File: src/rtl/data_wb_bridge_pkg.sv
// -----------------------------------------------------------------------------
// copperv_pkg
//   Types and constants shared between the core and its data-side Wishbone
//   bridge.
//   - wb_bridge_state_t    : bridge FSM state encoding
//   - data_write_resp_ok   : write response value for a completed write
//   - data_write_resp_fail : write response value for err / timeout
// -----------------------------------------------------------------------------
package copperv_pkg;

  typedef enum logic [2:0] {
    IDLE  = 3'd0,
    WRITE = 3'd1,
    READ  = 3'd2,
    WRESP = 3'd3,
    RRESP = 3'd4
  } wb_bridge_state_t;

  localparam logic data_write_resp_ok   = 1'b1;
  localparam logic data_write_resp_fail = 1'b0;

endpackage

File: src/rtl/data_wb_bridge_if.sv
// -----------------------------------------------------------------------------
// wishbone_if
//   Wishbone B4 classic bus bundle.
//   master drives : cyc, stb, we, adr, dat_o, sel
//   master samples: ack, err, dat_i
//   slave is the mirror image.
// -----------------------------------------------------------------------------
interface wishbone_if #(
  parameter int addr_width = 32,
  parameter int data_width = 32
);
  logic                      cyc;
  logic                      stb;
  logic                      we;
  logic [addr_width-1:0]     adr;
  logic [data_width-1:0]     dat_o;
  logic [data_width/8-1:0]   sel;
  logic                      ack;
  logic                      err;
  logic [data_width-1:0]     dat_i;

  modport master (
    output cyc, stb, we, adr, dat_o, sel,
    input  ack, err, dat_i
  );

  modport slave (
    input  cyc, stb, we, adr, dat_o, sel,
    output ack, err, dat_i
  );
endinterface

File: src/rtl/data_wb_bridge_watchdog.sv
// -----------------------------------------------------------------------------
// wb_watchdog
//   Counts cycles during which a bus cycle is open and flags when the slave
//   has had timeout_cycles cycles to answer.
//   clk     in  clock
//   rst     in  synchronous, active-low reset
//   clear   in  restart the count (asserted when a transaction is accepted)
//   enable  in  count this cycle (cyc high)
//   expired out high in the last allowed cycle of an open bus cycle
// -----------------------------------------------------------------------------
module wb_watchdog #(
  parameter int timeout_cycles = 255
) (
  input  logic clk,
  input  logic rst,
  input  logic clear,
  input  logic enable,
  output logic expired
);

  localparam int CNT_W = $clog2(timeout_cycles + 1);
  localparam logic [CNT_W-1:0] CNT_MAX  = CNT_W'(timeout_cycles);
  // expired is judged on the pre-increment count, so the abort edge is the
  // one that would complete the timeout_cycles-th cycle of cyc.
  localparam logic [CNT_W-1:0] CNT_LAST = CNT_W'(timeout_cycles - 1);

  logic [CNT_W-1:0] cnt_q;
  logic [CNT_W-1:0] cnt_d;

  always_comb begin
    cnt_d = cnt_q;
    if (clear) begin
      cnt_d = '0;
    end else if (enable && (cnt_q != CNT_MAX)) begin
      // saturate instead of wrapping
      cnt_d = cnt_q + CNT_W'(1);
    end
  end

  always_ff @(posedge clk) begin
    if (!rst) begin
      cnt_q <= '0;
    end else begin
      cnt_q <= cnt_d;
    end
  end

  assign expired = enable && (cnt_q >= CNT_LAST);

endmodule

File: src/rtl/data_wb_bridge.sv
// -----------------------------------------------------------------------------
// data_wb_bridge
//   Turns the core's data-side valid/ready write and read channels into single
//   Wishbone B4 classic transactions, one outstanding at a time, with a
//   watchdog that aborts a cycle nobody answers.
//   clk, rst                 clock, synchronous active-low reset
//   dw_data_addr_valid/ready write request (dw_addr, dw_data, dw_strobe)
//   dw_resp_valid/ready      write response (dw_resp: 1 ok, 0 fail)
//   dr_addr_valid/ready      read request (dr_addr)
//   dr_data_valid/ready      read data (dr_data, 0 on error)
//   bus_error                one-cycle pulse after err or timeout
//   wb                       Wishbone master port
// -----------------------------------------------------------------------------
module data_wb_bridge
  import copperv_pkg::*;
#(
  parameter int addr_width     = 32,
  parameter int data_width     = 32,
  parameter int timeout_cycles = 255
) (
  input  logic                    clk,
  input  logic                    rst,
  input  logic                    dw_data_addr_valid,
  output logic                    dw_data_addr_ready,
  input  logic [addr_width-1:0]   dw_addr,
  input  logic [data_width-1:0]   dw_data,
  input  logic [data_width/8-1:0] dw_strobe,
  output logic                    dw_resp_valid,
  input  logic                    dw_resp_ready,
  output logic                    dw_resp,
  input  logic                    dr_addr_valid,
  output logic                    dr_addr_ready,
  input  logic [addr_width-1:0]   dr_addr,
  output logic                    dr_data_valid,
  input  logic                    dr_data_ready,
  output logic [data_width-1:0]   dr_data,
  output logic                    bus_error,
  wishbone_if.master              wb
);

  localparam int SEL_W = data_width / 8;

  wb_bridge_state_t        state_q, state_d;
  logic                    cyc_q, cyc_d;
  logic                    we_q, we_d;
  logic [addr_width-1:0]   adr_q, adr_d;
  logic [data_width-1:0]   dat_o_q, dat_o_d;
  logic [SEL_W-1:0]        sel_q, sel_d;
  logic                    dw_resp_valid_q, dw_resp_valid_d;
  logic                    dw_resp_q, dw_resp_d;
  logic                    dr_data_valid_q, dr_data_valid_d;
  logic [data_width-1:0]   dr_data_q, dr_data_d;
  logic                    bus_error_q, bus_error_d;
  logic                    wd_clear;
  logic                    wd_expired;
  logic                    idle;

  assign idle = (state_q == IDLE);
  // Write wins a same-cycle collision, so the read is held off that cycle.
  assign dw_data_addr_ready = idle;
  assign dr_addr_ready      = idle && !dw_data_addr_valid;

  wb_watchdog #(
    .timeout_cycles (timeout_cycles)
  ) u_watchdog (
    .clk     (clk),
    .rst     (rst),
    .clear   (wd_clear),
    .enable  (cyc_q),
    .expired (wd_expired)
  );

  always_comb begin
    state_d         = state_q;
    cyc_d           = cyc_q;
    we_d            = we_q;
    adr_d           = adr_q;
    dat_o_d         = dat_o_q;
    sel_d           = sel_q;
    dw_resp_valid_d = dw_resp_valid_q;
    dw_resp_d       = dw_resp_q;
    dr_data_valid_d = dr_data_valid_q;
    dr_data_d       = dr_data_q;
    bus_error_d     = 1'b0;
    wd_clear        = 1'b0;

    unique case (state_q)
      IDLE: begin
        if (dw_data_addr_valid) begin
          state_d  = WRITE;
          cyc_d    = 1'b1;
          we_d     = 1'b1;
          adr_d    = dw_addr;
          dat_o_d  = dw_data;
          sel_d    = dw_strobe;
          wd_clear = 1'b1;
        end else if (dr_addr_valid) begin
          state_d  = READ;
          cyc_d    = 1'b1;
          we_d     = 1'b0;
          adr_d    = dr_addr;
          dat_o_d  = '0;
          sel_d    = '1;
          wd_clear = 1'b1;
        end
      end

      WRITE, READ: begin
        // err outranks a simultaneous ack; a timeout behaves like err.
        if (wb.err || wb.ack || wd_expired) begin
          cyc_d = 1'b0;
          if (state_q == WRITE) begin
            state_d         = WRESP;
            dw_resp_valid_d = 1'b1;
            dw_resp_d       = (wb.err || wd_expired) ? data_write_resp_fail
                                                     : data_write_resp_ok;
          end else begin
            state_d         = RRESP;
            dr_data_valid_d = 1'b1;
            dr_data_d       = (wb.err || wd_expired) ? '0 : wb.dat_i;
          end
          bus_error_d = wb.err || wd_expired;
        end
      end

      WRESP: begin
        if (dw_resp_ready) begin
          state_d         = IDLE;
          dw_resp_valid_d = 1'b0;
        end
      end

      RRESP: begin
        if (dr_data_ready) begin
          state_d         = IDLE;
          dr_data_valid_d = 1'b0;
        end
      end

      default: begin
        state_d = IDLE;
        cyc_d   = 1'b0;
      end
    endcase
  end

  always_ff @(posedge clk) begin
    if (!rst) begin
      state_q         <= IDLE;
      cyc_q           <= 1'b0;
      we_q            <= 1'b0;
      adr_q           <= '0;
      dat_o_q         <= '0;
      sel_q           <= '0;
      dw_resp_valid_q <= 1'b0;
      dw_resp_q       <= 1'b0;
      dr_data_valid_q <= 1'b0;
      dr_data_q       <= '0;
      bus_error_q     <= 1'b0;
    end else begin
      state_q         <= state_d;
      cyc_q           <= cyc_d;
      we_q            <= we_d;
      adr_q           <= adr_d;
      dat_o_q         <= dat_o_d;
      sel_q           <= sel_d;
      dw_resp_valid_q <= dw_resp_valid_d;
      dw_resp_q       <= dw_resp_d;
      dr_data_valid_q <= dr_data_valid_d;
      dr_data_q       <= dr_data_d;
      bus_error_q     <= bus_error_d;
    end
  end

  assign wb.cyc        = cyc_q;
  assign wb.stb        = cyc_q;
  assign wb.we         = we_q;
  assign wb.adr        = adr_q;
  assign wb.dat_o      = dat_o_q;
  assign wb.sel        = sel_q;
  assign dw_resp_valid = dw_resp_valid_q;
  assign dw_resp       = dw_resp_q;
  assign dr_data_valid = dr_data_valid_q;
  assign dr_data       = dr_data_q;
  assign bus_error     = bus_error_q;

endmodule
File: src/flat_wrapper.sv
// flat-port wrapper written by rule: the top's interface ports become plain ports
module data_wb_bridge_flat import copperv_pkg::*;
#(
  parameter int addr_width     = 32,
  parameter int data_width     = 32,
  parameter int timeout_cycles = 255
)
  (clk, rst, dw_data_addr_valid, dw_data_addr_ready, dw_addr, dw_data, dw_strobe, dw_resp_valid, dw_resp_ready, dw_resp, dr_addr_valid, dr_addr_ready, dr_addr, dr_data_valid, dr_data_ready, dr_data, bus_error, wb_cyc, wb_stb, wb_we, wb_adr, wb_dat_o, wb_sel, wb_ack, wb_err, wb_dat_i);
  wishbone_if #(.addr_width(addr_width), .data_width(data_width)) wb_i ();
  input  logic clk;
  input  logic rst;
  input  logic dw_data_addr_valid;
  output logic dw_data_addr_ready;
  input  logic [addr_width-1:0] dw_addr;
  input  logic [data_width-1:0] dw_data;
  input  logic [data_width/8-1:0] dw_strobe;
  output logic dw_resp_valid;
  input  logic dw_resp_ready;
  output logic dw_resp;
  input  logic dr_addr_valid;
  output logic dr_addr_ready;
  input  logic [addr_width-1:0] dr_addr;
  output logic dr_data_valid;
  input  logic dr_data_ready;
  output logic [data_width-1:0] dr_data;
  output logic bus_error;
  output wire logic [$bits(wb_i.cyc)-1:0] wb_cyc;
  output wire logic [$bits(wb_i.stb)-1:0] wb_stb;
  output wire logic [$bits(wb_i.we)-1:0] wb_we;
  output wire logic [$bits(wb_i.adr)-1:0] wb_adr;
  output wire logic [$bits(wb_i.dat_o)-1:0] wb_dat_o;
  output wire logic [$bits(wb_i.sel)-1:0] wb_sel;
  input wire logic [$bits(wb_i.ack)-1:0] wb_ack;
  input wire logic [$bits(wb_i.err)-1:0] wb_err;
  input wire logic [$bits(wb_i.dat_i)-1:0] wb_dat_i;
  assign wb_cyc = wb_i.cyc;
  assign wb_stb = wb_i.stb;
  assign wb_we = wb_i.we;
  assign wb_adr = wb_i.adr;
  assign wb_dat_o = wb_i.dat_o;
  assign wb_sel = wb_i.sel;
  assign wb_i.ack = wb_ack;
  assign wb_i.err = wb_err;
  assign wb_i.dat_i = wb_dat_i;
  data_wb_bridge #(.addr_width(addr_width), .data_width(data_width), .timeout_cycles(timeout_cycles)) u_core (.clk(clk), .rst(rst), .dw_data_addr_valid(dw_data_addr_valid), .dw_data_addr_ready(dw_data_addr_ready), .dw_addr(dw_addr), .dw_data(dw_data), .dw_strobe(dw_strobe), .dw_resp_valid(dw_resp_valid), .dw_resp_ready(dw_resp_ready), .dw_resp(dw_resp), .dr_addr_valid(dr_addr_valid), .dr_addr_ready(dr_addr_ready), .dr_addr(dr_addr), .dr_data_valid(dr_data_valid), .dr_data_ready(dr_data_ready), .dr_data(dr_data), .bus_error(bus_error), .wb(wb_i));
endmodule
File: config.mk
export PLATFORM = sky130hd
export DESIGN_NAME = data_wb_bridge_flat
export DESIGN_NICKNAME = d
export VERILOG_FILES = /design/src/rtl/data_wb_bridge_pkg.sv /design/src/rtl/data_wb_bridge_if.sv /design/src/rtl/data_wb_bridge_watchdog.sv /design/src/rtl/data_wb_bridge.sv /design/src/flat_wrapper.sv
export SDC_FILE = /design/constraint.sdc
export NUM_CORES = 1
export LEC_CHECK = 0
export ABC_AREA = 1
export CAP_MARGIN = 15
export CORE_MARGIN = 4
export CORE_UTILIZATION = 40
export DETAILED_ROUTE_END_ITERATION = 16
export GPL_TIMING_DRIVEN = 0
export PLACE_DENSITY = 0.81
export SLEW_MARGIN = 20
export SYNTH_ARGS = -nofsm -noshare
export SYNTH_HDL_FRONTEND = slang
export SYNTH_SLANG_ARGS = --single-unit
File: constraint.sdc
create_clock -name clk -period 1.8 [get_ports clk]
set_input_delay 0.27 -clock clk [delete_from_list [all_inputs] [get_ports clk]]
set_output_delay 0.27 -clock clk [all_outputs]
set_load 0.005 [all_outputs]
Word-level counts from Yosys, hierarchy flattened
Index checks and enable logic that the tools add are counted.
Widths: inputs -> output; s select.
Word-level totals
  flip-flop bits (word level): 117
  latch bits: 0
  RAM bits: 0
  bits in read-only memories: 0
  input bits: 140
  output and inout bits: 109
  logic and storage cells: 82
  memories kept: 0
Cells by class
  $add $sub $neg: 1
  $mul: 0
  divide/modulo/power cells: 0
  magnitude comparators: 1
  equal/unequal tests: 11
  shifts and indexed selects: 0
  multiplexer cells: 32
  bitwise gates (word level): 3
  reduce and logical (&&, ||, !) cells: 22
Operator list (count)
  $mux 32: 5
  $mux 3: 6
  $mux 1: 15
  $pmux 3 s4: 1
  $reduce_and 3->1: 4
  $reduce_and 4->1: 3
  $add 8x1->8 const B: 1
  $ge 8x8->1 const B: 1
  $mux 4: 2
  $ne 8x8->1 const B: 1
  $eq 3x2->1 const B: 2
  $ne 2x2->1 const B: 3
  $reduce_bool 2->1: 3
  $reduce_or 2->1: 3
  $ne 2x1->1 const B: 2
  $pmux 1 s2: 2
  $eq 3x1->1 const B: 1
  $eq 3x3->1 const B: 1
  $logic_and 1x1->1: 3
  $logic_not 3->1: 1
  $logic_or 1x1->1: 3
  $ne 3x3->1 const B: 1
  $not 1->1: 3
  $pmux 1 s3: 1
  2 further kinds: 2

Depth between registers and ports, before layout
Gate-level depths: netlist (run 1).
  depth in word-level cells: 5
  depth in mapped cells: 10
  depth with buffers taken out: 10

By module
A second synthesis (run 1) with hierarchy kept.
Unflattened totals
  cells, all modules: 686
  area, all modules: 4922.2 µm²
By module, submodules not included
  data_wb_bridge: instances 1, cells an instance 620, area an instance 4461.8 µm², sequential area each 2182.1 µm²
  wb_watchdog: instances 1, cells an instance 66, area an instance 460.4 µm², sequential area each 160.2 µm²

Worst setup path after synthesis (run 1)
No wires, ideal clock.
  kind: reg-to-reg
  start point: register u_core.u_watchdog.cnt_q[0]
  end point: register u_core.dr_data_q[30] (netlist: u_core.dr_data[30])
  setup time: 0.120 ns
  data arrival time: 1.276 ns
  required time: 1.680 ns
  path slack: 0.404 ns
  cell stages (with the launch flop): 11
  path buffers: 1
  clock period less this slack: 1.396 ns
  cells stage by stage: dfxtp_1 inv_1 ha_1 nor2_1 nor2_1 nand3_2 nand2_4 nand2_4 buf_6 a21oi_1 nor2_1
On the way
  cells in the longest elaborated chain, start to end: 4
  elaborated cells between the ends (all ways): 6
  those cells by class: order compare: 1; mux: 1; reduce/logical: 4
RTL lines
  start, declared: line data_wb_bridge_watchdog.sv:27  | logic [CNT_W-1:0] cnt_q;
  start signal, assigned: line data_wb_bridge_watchdog.sv:44  | cnt_q <= cnt_d;
  $ge 8x8->1 (*): line data_wb_bridge_watchdog.sv:48  | assign expired = enable && (cnt_q >= CNT_LAST);
  $logic_and 1x1->1 (*): line data_wb_bridge_watchdog.sv:48
  $logic_or 1x1->1 (on tied branches): line data_wb_bridge.sv:110, data_wb_bridge.sv:120
  $reduce_and 3->1 (no source line) or $mux 32 (tied branches)
  end signal, assigned: line data_wb_bridge.sv:170  | dr_data_q <= dr_data_d;
  end, declared: line data_wb_bridge.sv:52  | logic [data_width-1:0] dr_data_q, dr_data_d;
Every way passes the cells marked *; elsewhere a longest branch is shown, timed or not.
A chain may end at the register's enable or synchronous reset.

Worst setup path in the final report (run 1)
  start point: register u_core.state_q[1]
  end point: output port dr_addr_ready
On the way
  cells in the longest elaborated chain, start to end: 2
RTL lines
  start, declared: line data_wb_bridge.sv:43  | wb_bridge_state_t state_q, state_d;
  start signal, assigned: line data_wb_bridge.sv:161  | state_q <= state_d;
  $logic_not 3->1: line data_wb_bridge.sv:58  | assign idle = (state_q == IDLE);
  $logic_and 1x1->1: line data_wb_bridge.sv:61  | assign dr_addr_ready = idle && !dw_data_addr_valid;
  end, declared: line flat_wrapper.sv:21  | output logic dr_addr_ready;
No other way between the ends.

==> results of run 1 <==
[power by group through the flow]
stage / Sequential, mW / Combinational (mW) / Clock (mW)
floorplan: 3.81 / 1.94 / 0
global placement: 3.76 / 4.24 / 0
detailed placement: 3.79 / 4.35 / 0
CTS: 3.76 / 4.38 / 3.17
global route: 3.83 / 4.78 / 3.30
finish: 3.76 / 4.35 / 3.12
[how the worst max path moves through the flow]
stage               cells past startpoint                        from  slack [ns]            endpoint
floorplan                              10  u_core.u_watchdog.cnt_q[0]        0.40  u_core.dr_data[30]
global placement                        5                         rst       -0.45   u_core.wb.adr[22]
detailed placement                      5                         rst       -0.51   u_core.wb.adr[21]
CTS                                     2               u_core.wb.cyc        0.09              wb_stb
global route                            5                         rst      -0.003   u_core.wb.adr[22]
finish                                  4           u_core.state_q[1]        0.12       dr_addr_ready
[Yosys cell counts]
master and count:
a211oi_1 1, a21oi_1 46, a31oi_1 32, a32o_1 32
and3_1 1, buf_1 2, buf_2 10, buf_4 9
buf_6 4, clkbuf_1 19, dfxtp_1 117, ha_1 2
inv_1 49, inv_2 4, nand2_1 95, nand2_2 3
nand2_4 3, nand3_1 9, nand3_2 1, nand4_1 3
nor2_1 82, nor2_2 3, o21ai_0 40, o21ai_1 26
o221a_2 4, or2_2 1, xnor2_1 2, xor2_1 1
[metrics by stage]
stage / cells / power [mW] / hold WS (ns)
6_report: 1026 / 11.24 / 0.2046
5_1_grt: 1026 / 11.92 / 0.2108
4_1_cts: 1024 / 11.30 / 0.1839
3_5_place_dp: 991 / 8.139 / 0.4536
3_3_place_gp: 991 / 7.999 / 0.4452
2_1_floorplan: 601 / 5.750 / 0.4241
[flip-flops by register name (all words and copies together) (netlist names)]
register and flops:
u_core.dw_resp_valid 1, u_core.wb.we 1, u_core.u_watchdog.cnt_q 8, u_core.wb.adr 32
u_core.state_q 3, u_core.wb.dat_o 32, u_core.dr_data_valid 1, u_core.wb.sel 4
u_core.dw_resp 1, u_core.bus_error 1, u_core.wb.cyc 1, u_core.dr_data 32
[per-layer routing]
| layer | vias up | part of all wire, % | global-route usage [%] | wire, um |
|---|---|---|---|---|
| met5 | - | 0 | 0 | 0 |
| met4 | 0 | 1.8 | 8.065 | 296 |
| met3 | 23 | 7.9 | 8.181 | 1301 |
| met2 | 211 | 52 | 43.53 | 8600 |
| met1 | 2430 | 38 | 24.30 | 6190 |
| li1 | 2593 | - | - | - |
[worst max-delay path, delay by kind of cell, from the launching register on]
kind                   cells  cell delay, ns
AND/OR/NAND/NOR            3            0.40
flip-flops                 1            0.33
buffers and inverters      1            0.28
[cell type report]
cell class | count | area (um2)
Multi-Input combinational cell | 387 | 2007
Clock buffer | 20 | 446.7
Sequential cell | 117 | 2344
Timing Repair Buffer | 250 | 2492
Fill cell | 907 | 3542
Inverter | 53 | 198.9
Buffer | 44 | 247.7
Clock inverter | 12 | 107.6
Tap cell | 143 | 178.9
[logic make-up after synthesis]
| group | Yosys count |
|---|---|
| fa+ha+maj | 2 |
| compound gates | 181 |
| buf+inv | 97 |
| flops | 117 |
| simple gates | 201 |
| xor+xnor | 3 |
[what timing repair did]
item,in CTS,in global routing
buffers inserted,1,2
resized for setup,4,4
endpoints found under the hold margin,0,0
setup endpoints to repair,9,9
pin swaps,1,0
hold buffers,0,0
==> out/metrics.csv, run 1 <==
metric,value,unit
Final period util,93.48,%
"Reg clk slew, reported paths",0.06,ns
switch share,32.34,%
placed cell area,7441,um2
area grow syn2layout,67.50,%
die area,13790,um2
Global Route Usage Sum,23.38,%
worst skew pair latency,0.41,ns
fin. max-slew vios,0,
Routed WL per cell,15.97,um
flop-to-flop setup slack,0.14,ns
"FF+latch count, synth",117,
CP Cell Sequence,nor2_2 -> nand2_2 -> nor2_1 -> dlygate4sd2_1,
final instance area,8023,um2
detailed-route via count,5257,
Ant. Diodes,0,
Rows,39,
synth top area cells,"dfxtp_1 49%, nand2_1 7.4%, a32o_1 6.7%, nor2_1 6.4%, a21oi_1 4.8%",
worst-margin pin slew,0.4656,ns
adder-cell area share of the yosys netlist,0.5225,%
crit-path max cell delay,0.33,ns
outcome,"finished, final reports clean",
crit path DAT,1.41,ns
mux share of post-synthesis cell area,0,%
minimum clock period after layout,1.683,ns
pwr/cell area,1401,nW/um2
core region area,11560,um2
CTS tree,yes,
most frequent cells in the layout,"245 x clkdlybuf4s50_1, 116 x dfxtp_1, 95 x nand2_1",
top cell type's share of synthesized area,48.90,%
Max Cap Viol,0,
Gate power share,38.7,%
H-Tree Depth,4,
final worst slack,0.1174,ns
reg2reg start,u_core.u_watchdog.cnt_q[0],
"critical path fanouts, max",4,
Routed Antenna Nets,0,
leakage dissipation,3.224,nW
total congestion overflow,0,
Max VDD drop,0.7753,mV
"most common cell after layout, fill and taps aside",clkdlybuf4s50_1,
port bufs,247,
Initial Utilization,41.42,%
Max Buffers Root-to-Sink,2,
Top Ports,249,
Mapped Avg Cell Area,7.969,um2
Final HPWL DP,12.60,mm
clk root buf,clkbuf_16,
final hold vios,0,
HP Start,dw_data_addr_valid,
Slew headroom,68.96,%
vias per cell,5.124,
CP startpoint kind,flop,
worst r2r path cells,10,
Netlist cell types,28,
Crit. End Element,primary output,
YS warnings,0,
share of cells above drive strength 1,8.834,%
CTS Buf Count,17,
Worst Path Required,1.53,ns
final layout net count,1012,
DRC viols,0,
largest net degree at the start of global routing,17,
initial antenna violation count,0,
RSZ-0062 raised after global routing,true,
cell internal pwr,7.604,mW
RD Place Congestion,0.8843,
Worst path slowest cell,dfxtp_1,
Setup Crit Path Kind,reg -> out,
clock share of power,27.8,%
Iteration-0 DRC Markers,334,
Sum Neg Setup Slack,0,ns
xor and xnor fraction of the mapped netlist area,0.5486,%
number of global-route vias before repair,5432,
Synth Area in Compound Gates,23.67,%
Synth area leader,dfxtp_1,
Net Sw Power,3.635,mW
die height,117.4,um
endpoint of the worst register-to-register path,u_core.dr_data[26],
register area share after synthesis,48.90,%
final core utilization,69.37,%
CTS Sinks,117,
pre-CTS WS,-0.5061,ns
Syn Nets,743,
Post-Synth Simple-Gate Area,17.16,%
1st-pass router iterations,5,
WHS Endpoint,u_core.wb.adr[24],
min-delay worst type,in -> reg,
die width,117.4,um
sequential share of power,33.5,%
final setup vio count,0,
first-pass GRT wire length,26.44,mm
Max Fclk,0.5943,GHz
main combinational cell family by area after synthesis,compound AO/OA/AOI/OAI gates,
overall routed net length,16.39,mm
WHS Path Cells,3,
mapped cell area,4790,um2
clk_skew,0.01143,ns
Post-Syn Instances,601,
Power figures use the tool's default switching activity.
==> run 2, diff against run 1 <==
--- a/config.mk
+++ b/config.mk
@@ -8,10 +8,10 @@
 export ABC_AREA = 1
 export CAP_MARGIN = 15
 export CORE_MARGIN = 4
-export CORE_UTILIZATION = 40
+export CORE_UTILIZATION = 43
 export DETAILED_ROUTE_END_ITERATION = 16
 export GPL_TIMING_DRIVEN = 0
-export PLACE_DENSITY = 0.81
+export PLACE_DENSITY = 0.86
 export SLEW_MARGIN = 20
 export SYNTH_ARGS = -nofsm -noshare
 export SYNTH_HDL_FRONTEND = slang
==> constraint.sdc (replaced) <==
create_clock -name clk -period 2.1 [get_ports clk]
set_input_delay 0.315 -clock clk [delete_from_list [all_inputs] [get_ports clk]]
set_output_delay 0.315 -clock clk [all_outputs]
set_load 0.005 [all_outputs]
==> out/metrics.csv, run 2 (synthesis gave the netlist of run 1 again) <==
metric,value,unit,change
Gate power share,37.8,%,-0.9 points
die area,12890,um2,-6.5%
die width,113.5,um,-3.3%
number of global-route vias before repair,5585,,+2.8%
initial antenna violation count,0,,unchanged
# fillers,811,,-11%
Top Ports,249,,unchanged
CP Cell Sequence,nor2_2 -> nand2_2 -> inv_2 -> clkdlybuf4s50_1,,
worst-margin pin slew,0.6630,ns,+0.1974 ns
cell internal pwr,6.858,mW,-9.8%
RSZ-0062 raised after global routing,false,,
core region area,10890,um2,-5.9%
flop-to-flop setup slack,0.39,ns,+0.25 ns
reg2reg start,u_core.u_watchdog.cnt_q[0],,
WHS Endpoint,u_core.wb.adr[24],,
Sequential Area,2342,um2,about the same
Max VDD drop,0.6122,mV,-21%
clk_skew,0.01159,ns,+0.0001635 ns
Max Cap Viol,0,,unchanged
Max Fclk,0.4966,GHz,
Slew headroom,55.80,%,-13 points
vias per cell,5.334,,+4.1%
Initial Utilization,43.99,%,+2.6 points
pwr/cell area,1239,nW/um2,-12%
Sum Neg Setup Slack,0,ns,unchanged
area of the multi-input gates,2007,um2,unchanged
H-Tree Depth,4,,unchanged
minimum clock period after layout,2.014,ns,
clock share of power,29.7,%,+1.9 points
WHS Path Cells,3,,unchanged
CP startpoint kind,flop,,
"Reg clk slew, reported paths",0.06,ns,about the same
placed cell count,988,,-0.30%
first-pass GRT wire length,26.71,mm,+1.0%
leakage dissipation,3.239,nW,+0.44%
worst r2r path cells,10,,unchanged
worst skew pair latency,0.52,ns,+0.11 ns
port bufs,247,,unchanged
Final period util,95.90,%,
"critical path fanouts, max",4,,unchanged
clk root buf,clkbuf_8,,
Rows,38,,-2.6%
total congestion overflow,0,,unchanged
switch share,31.25,%,-1.1 points
sequential share of power,32.5,%,-1.0 points
"Hold-fix buffers, CTS",0,,unchanged
outcome,"finished, final reports clean",,
fin cells,1021,,-0.49%
fin. max-slew vios,0,,unchanged
Ant. Diodes,0,,unchanged
detailed-route via count,5446,,+3.6%
Global Route Usage Sum,25.83,%,+2.4 points
Final HPWL DP,12.97,mm,+3.0%
overall routed net length,16.94,mm,+3.4%
min-delay worst type,in -> reg,,
Worst Path Required,1.78,ns,+0.25 ns
die height,113.5,um,-3.3%
area grow syn2layout,68.08,%,
CTS Sinks,117,,unchanged
Iteration-0 DRC Markers,435,,+30%
most frequent cells in the layout,"246 x clkdlybuf4s50_1, 117 x dfxtp_1, 95 x nand2_1",,
crit-path max cell delay,0.52,ns,+0.19 ns
Setup Crit Path Kind,reg -> out,,
share of cells above drive strength 1,8.059,%,-0.77 points
"most common cell after layout, fill and taps aside",clkdlybuf4s50_1,,
endpoint of the worst register-to-register path,u_core.dr_data[29],,
CTS Buf Count,17,,unchanged
final layout net count,1010,,-0.20%
Routed WL per cell,16.59,um,+3.9%
HP Start,dw_data_addr_valid,,
DRC viols,0,,unchanged
Crit. End Element,primary output,,
CTS tree,yes,,
Worst path slowest cell,clkdlybuf4s50_1,,
final hold vios,0,,unchanged
Routed Antenna Nets,0,,unchanged
Max Buffers Root-to-Sink,2,,unchanged
Net Sw Power,3.118,mW,-14%
1st-pass router iterations,5,,unchanged
largest net degree at the start of global routing,17,,unchanged
crit path DAT,1.70,ns,+0.29 ns
final setup vio count,0,,unchanged
RD Place Congestion,0.8963,,+1.4%
-- run 2: changes by cell type in the layout (fill, tap and decap cells not counted), sizes merged --
cell,previous run,this run
bufinv,1,4
clkbuf,41,42
clkdlybuf4s50,245,246
clkinv,8,3
clkinvlp,3,2
dlygate4sd2,2,1
-- run 2: metrics by stage --
| step | utilization [%] | hold slack [ns] | setup WS, ns | total power [mW] | cell area (um2) |
|---|---|---|---|---|---|
| finish | 73.94 | 0.1298 | 0.08614 | 9.976 | 8050 |
| global route | 73.94 | 0.1341 | 0.004473 | 10.51 | 8050 |
| floorplan | - | 0.4516 | 0.7043 | 4.929 | 4790 |
| CTS | 73.87 | 0.1153 | 0.03967 | 9.973 | 8043 |
| detailed placement | 68.31 | 0.4570 | -0.2393 | 7.002 | 7437 |
| global placement | 68.31 | 0.4454 | -0.1749 | 6.844 | 7437 |
-- run 2: worst max path at each step --
stage	startpoint	end	slack (ns)	depth (start not counted)
after floorplan	u_core.u_watchdog.cnt_q[0]	u_core.dr_data[30]	0.70	10
after global placement	rst	u_core.wb.adr[22]	-0.17	5
after detailed placement	rst	u_core.wb.adr[19]	-0.24	5
after CTS	u_core.state_q[0]	dw_data_addr_ready	0.04	4
after global routing	u_core.state_q[1]	dw_data_addr_ready	0.004	4
final	u_core.state_q[1]	dw_data_addr_ready	0.09	4
-- run 2: power by group through the flow --
stage                     Clock, mW  Combinational, mW  Sequential [mW]
after CTS                      2.98               3.76             3.24
after floorplan                   0               1.67             3.26
final                          2.96               3.77             3.24
after global placement            0               3.62             3.23
after global routing           3.09               4.11             3.30
after detailed placement          0               3.74             3.27
-- run 2: layer usage --
metal	share of wire [%]	track usage [%]	vias to the layer above
met3	7.5	7.692	55
met2	51	46.09	275
met4	4.2	13.22	0
met1	37	27.46	2529
met5	0	0	-
li1	-	-	2587
-- run 2: timing repair --
item | CTS | global route
setup buffers | 0 | 1
pin swaps | 0 | 1
resized for setup | 1 | 0
setup endpoints to repair | 1 | 1
-- run 2: final cells by class --
| class | count | share of cell area [%] |
|---|---|---|
| plain buffers | 44 | 3.000 |
| clock inverters | 9 | 1.865 |
| multi-input cells | 387 | 24.93 |
| flip-flops and latches | 117 | 29.10 |
| clock buffers | 23 | 5.673 |
| inverters | 53 | 2.471 |
| well taps | 140 | 2.176 |
| repair buffers | 248 | 30.79 |
-- run 2: critical path: cells and delay by family (launching register included) --
| family | cells | cell delay, ns |
|---|---|---|
| buffers and inverters | 2 | 0.60 |
| and+or+nand+nor | 2 | 0.26 |
| DFF | 1 | 0.33 |
